## config.mk

```make
export PLATFORM = sky130hd
export DESIGN_NAME = pipeline_hazard_control
export DESIGN_NICKNAME = d
export VERILOG_FILES = /design/src/rtl/pipeline_hazard_control.sv
export SDC_FILE = /design/constraint.sdc
export NUM_CORES = 1
export LEC_CHECK = 0
export ABC_AREA = 1
export BUFFER_PORTS_ARGS = -buffer_cell sky130_fd_sc_hd__buf_2
export CORE_UTILIZATION = 55
export DETAILED_ROUTE_END_ITERATION = 8
export PLACE_DENSITY = 0.85
export SYNTH_ARGS = -nofsm -noshare
export SYNTH_HDL_FRONTEND = slang
export SYNTH_SLANG_ARGS = --single-unit
```

## constraint.sdc

```tcl
create_clock -name CLK -period 4.1 [get_ports CLK]
set_input_delay 0.615 -clock CLK [delete_from_list [all_inputs] [get_ports CLK]]
set_output_delay 0.615 -clock CLK [all_outputs]
set_load 0.1 [all_outputs]
```

## src/rtl/pipeline_hazard_control.sv

```systemverilog
// Hazard and stall controller for the five-stage pipeline: per-latch
// enable/stall/bubble commands, PC write enable, halt and a stall counter.
module pipeline_hazard_control #(
  parameter int CNT_W = 32
) (
  input  logic             CLK,
  input  logic             nRST,
  input  logic             ihit,
  input  logic             dhit,
  input  logic             m_dREN,
  input  logic             m_dWEN,
  input  logic [1:0]       m_pcsrc,
  input  logic             m_halt,
  input  logic             e_dREN,
  input  logic [4:0]       e_regWSEL,
  input  logic [4:0]       d_rs,
  input  logic [4:0]       d_rt,
  output logic [1:0]       fd_state,
  output logic [1:0]       de_state,
  output logic [1:0]       em_state,
  output logic [1:0]       mw_state,
  output logic             pc_en,
  output logic             halt_o,
  output logic [CNT_W-1:0] stall_count
);

  localparam logic [1:0] PIPE_ENABLE = 2'b00;
  localparam logic [1:0] PIPE_STALL  = 2'b01;
  localparam logic [1:0] PIPE_NOP    = 2'b10;

  typedef enum logic [1:0] {RUN = 2'd0, FLUSH_PEND = 2'd1, HALTED = 2'd2} state_t;

  state_t           state_q, state_d;
  logic [CNT_W-1:0] cnt_q, cnt_d;

  logic dmiss, redirect, lu_haz;

  assign dmiss    = (m_dREN | m_dWEN) & ~dhit;
  assign redirect = (m_pcsrc != 2'b00);
  assign lu_haz   = e_dREN & (e_regWSEL != 5'd0) &
                    ((e_regWSEL == d_rs) | (e_regWSEL == d_rt));

  always_comb begin
    fd_state = PIPE_ENABLE;
    de_state = PIPE_ENABLE;
    em_state = PIPE_ENABLE;
    mw_state = PIPE_ENABLE;
    pc_en    = 1'b1;
    state_d  = state_q;
    if (!nRST) begin
      // Reset must bubble every latch without waiting for a clock edge.
      fd_state = PIPE_NOP;
      de_state = PIPE_NOP;
      em_state = PIPE_NOP;
      mw_state = PIPE_NOP;
      pc_en    = 1'b0;
      state_d  = RUN;
    end else if (state_q == HALTED) begin
      fd_state = PIPE_STALL;
      de_state = PIPE_STALL;
      em_state = PIPE_STALL;
      mw_state = PIPE_STALL;
      pc_en    = 1'b0;
    end else if (m_halt) begin
      fd_state = PIPE_NOP;
      de_state = PIPE_NOP;
      em_state = PIPE_NOP;
      pc_en    = 1'b0;
      state_d  = HALTED;
    end else if (dmiss) begin
      // MW gets a bubble so WB does not retire the stalled op twice.
      fd_state = PIPE_STALL;
      de_state = PIPE_STALL;
      em_state = PIPE_STALL;
      mw_state = PIPE_NOP;
      pc_en    = 1'b0;
    end else if (redirect) begin
      fd_state = PIPE_NOP;
      de_state = PIPE_NOP;
      em_state = PIPE_NOP;
      if (state_q == FLUSH_PEND || !ihit) state_d = FLUSH_PEND;
    end else if (lu_haz) begin
      fd_state = PIPE_STALL;
      de_state = PIPE_NOP;
      pc_en    = 1'b0;
    end else if (state_q == FLUSH_PEND) begin
      // The outstanding fetch belongs to the squashed path; drop it.
      fd_state = PIPE_NOP;
      pc_en    = 1'b0;
      if (ihit) state_d = RUN;
    end else if (!ihit) begin
      fd_state = PIPE_NOP;
      pc_en    = 1'b0;
    end
  end

  always_comb begin
    cnt_d = cnt_q;
    if (!pc_en && state_q != HALTED && cnt_q != {CNT_W{1'b1}})
      cnt_d = cnt_q + 1'b1;
  end

  always_ff @(posedge CLK or negedge nRST) begin
    if (!nRST) begin
      state_q <= RUN;
      cnt_q   <= '0;
    end else begin
      state_q <= state_d;
      cnt_q   <= cnt_d;
    end
  end

  assign halt_o      = (state_q == HALTED);
  assign stall_count = cnt_q;

endmodule

```

==> run metrics <==
grt ovf=0; routed len/inst=13.07 um; IR drop worst, VDD=0.6745 mV; Final period util=0.7755; Clock Path Buffers=2; CP startpoint kind=flip-flop; vias in the first global route=2414; syn_nets=422; Worst Path Max Fanout=35; Clock Skew=approximately 5.4 ps; DRT Pass-1 Iters=4; clock latency on the worst-skew pair=290 ps; Cell Rows=24; Final min period=about 3200 ps; total of max-cap violations=0; core area=4414 sq um; outcome=finished, final reports clean; Area Growth Syn to Fin=20.11%; CP required=3480 ps; total number of vias=2716; Synth area leaders=dfrtp_1 33%, nand2_1 23%, nand4_1 9.5%, nor2_1 6.4%, xor2_1 5.5%; first-pass GRT wire length=11080 um; worst path arrival time=2560 ps; Max Slew Vio Count=0; Worst R2R Path Depth=10; WL final=6680 um; Tot GR Track Use=0.2809; Mapped Area=2570 sq um; total die area=4950 sq um; clk sinks=34; RSZ-0062 raised after global routing=no; multi-input logic area=roughly 1500 sq um; postcts setup bufs=0; Final Hold Vio Count=0; Hold Buf Count CTS=0; Achievable Freq=roughly 0.31 GHz; Residual DRC=0; CTS resizes=0; crit end category=output port; syn avg cell area=~6.5 sq um; WS Path Type=flip-flop to output port; # port buffers=66; final net count=around 480; Design Area, Final=between 3000 and 4000 sq um; Setup violations, final=0; Ys Warns=0; Min-Delay Path Class=primary input to asynchronous set/reset pin; Area after DPL=2949 sq um; htree depth=2; worst setup path end=fd_state[1]; Worst-Margin Slew=about 640 ps; Starting Density=0.5822; die extent in x=70.36 um; post-route setup slack=920.5 ps; RR Startpoint=state_q[1]; Syn Inst Count=between 300 and 400; largest net degree at the start of global routing=37; flop2flop setup slack=1800 ps; share of cells above drive strength 1=0.2157; DR vias/cell=5.315; Synth Register Bits=34; Unique masters post-synth=24; starting DRC count in detailed routing=130; CTS buffer count=5; Routed Antenna Nets=0; power density over the cells=between 400 and 500 nW/um^2; antenna violations before repair=0; DP Wirelength=~5000 um; setup TNS=0 ps; IO Count=67; FILL cells=392; register area=850.8 sq um; ant diodes=0; R2R Path End=stall_count[13]; post-synthesis sequential area ratio=0.3311; share of the synthesized area in the top cell type=0.3311; Final Wtd Congestion=just under 1; Die Span Y=roughly 70 um; CTS tree=yes; CP startpoint=state_q[1]; largest area contributor in the netlist=dfrtp_1; Worst slew margin=0.5699; Clock transition at path regs=70 ps; pre-CTS setup slack=1169 ps; Leak Pwr=1.703 nW; Root Buffer=clkbuf_8
## state kept, by name, indices dropped and copies added, names as in the netlist
| name | cells |
|---|---|
| stall_count | 32 |
| state_q | 2 |
## cell usage in the layout, fill, tap and decap left out
cell	n
a21oi_4	1
ha_1	1
xor2_1	16
buf_4	2
nor2_1	43
o21ai_1	1
clkbuf_8	5
nand3_1	11
nand3b_1	3
nor3_2	2
clkinv_1	1
xnor2_1	13
inv_1	29
buf_2	66
bufinv_16	2
nand3_2	2
clkinv_4	1
a21oi_1	2
nand2_2	1
nor3_1	11
a21oi_2	1
nand2_1	155
nor2_2	1
o41ai_2	1
dfrtp_1	34
nor2_4	3
inv_2	11
o21ai_0	1
nand4_1	39
## power breakdown
part / internal [mW] / switching, mW / total (mW)
clock: 0.244 / 0.129 / 0.373
sequential: 0.365 / 0.0432 / 0.408
combinational: 0.0916 / 0.401 / 0.492
## through the flow
stage	hold slack [ps]	instances	total power, mW	util
after global routing	450.9	511	1.327	0.6993
after floorplan	319.4	396	0.8198	-
after global placement	478.6	503	0.8988	0.6681
after CTS	431.8	511	1.280	0.6993
after detailed placement	493.4	503	0.9055	0.6681
final	410.4	511	1.273	0.6993
## critical path: stages, from the launching register on
cell,delay [ps]
dfrtp_1,390
inv_2,80
nor2_4,50
inv_2,450
nor2_4,50
a21oi_1,370
inv_2,120
nor2_4,160
inv_2,60
a21oi_2,120
buf_2,430
## cell families after synthesis
kind of cell,after synthesis,synth area share
buffers and inverters,54,0.08763
AO/OA/AOI/OAI,7,0.01509
XOR/XNOR,29,0.09883
adder cells (fa/ha/maj),1,0.004868
AND/OR/NAND/NOR,271,0.4625
flip-flops,34,0.3311
## layer usage
layer  vias to the layer above  part of all wire  track usage
li1                       1392                 -            -
met1                      1222              0.45       0.3729
met2                        90              0.47       0.4677
met3                        12             0.061      0.04618
met4                         0             0.015      0.08444
met5                         -                 0            0
## worst min path at each step
stage,endpoint
6_report,stall_count[24]
3_5_place_dp,state_q[1]
5_1_grt,stall_count[31]
2_1_floorplan,stall_count[0]
4_1_cts,stall_count[24]
3_3_place_gp,state_q[1]
## final cells by class
cell class | count | area share
multi-input cells | 308 | 0.4970
flip-flops and latches | 34 | 0.2756
repair buffers | 68 | 0.1119
inverters | 41 | 0.04986
clock buffers | 5 | 0.02229
clock inverters | 3 | 0.02229
well taps | 52 | 0.02108
## cell usage after synthesis
library cell / n
nand2_1: 155
inv_2: 11
dfrtp_1: 34
nor3_1: 11
nor3_2: 2
inv_1: 29
nor2_1: 44
xor2_1: 16
o21ai_1: 1
buf_2: 6
nand3_2: 2
clkbuf_1: 3
clkinv_1: 1
buf_4: 4
nand4_1: 39
a21oi_1: 4
nand3_1: 11
nand3b_1: 3
ha_1: 1
nand2_2: 1
xnor2_1: 13
o41ai_1: 1
nor2_2: 3
o21ai_0: 1
(Power assumes the default switching activity.)
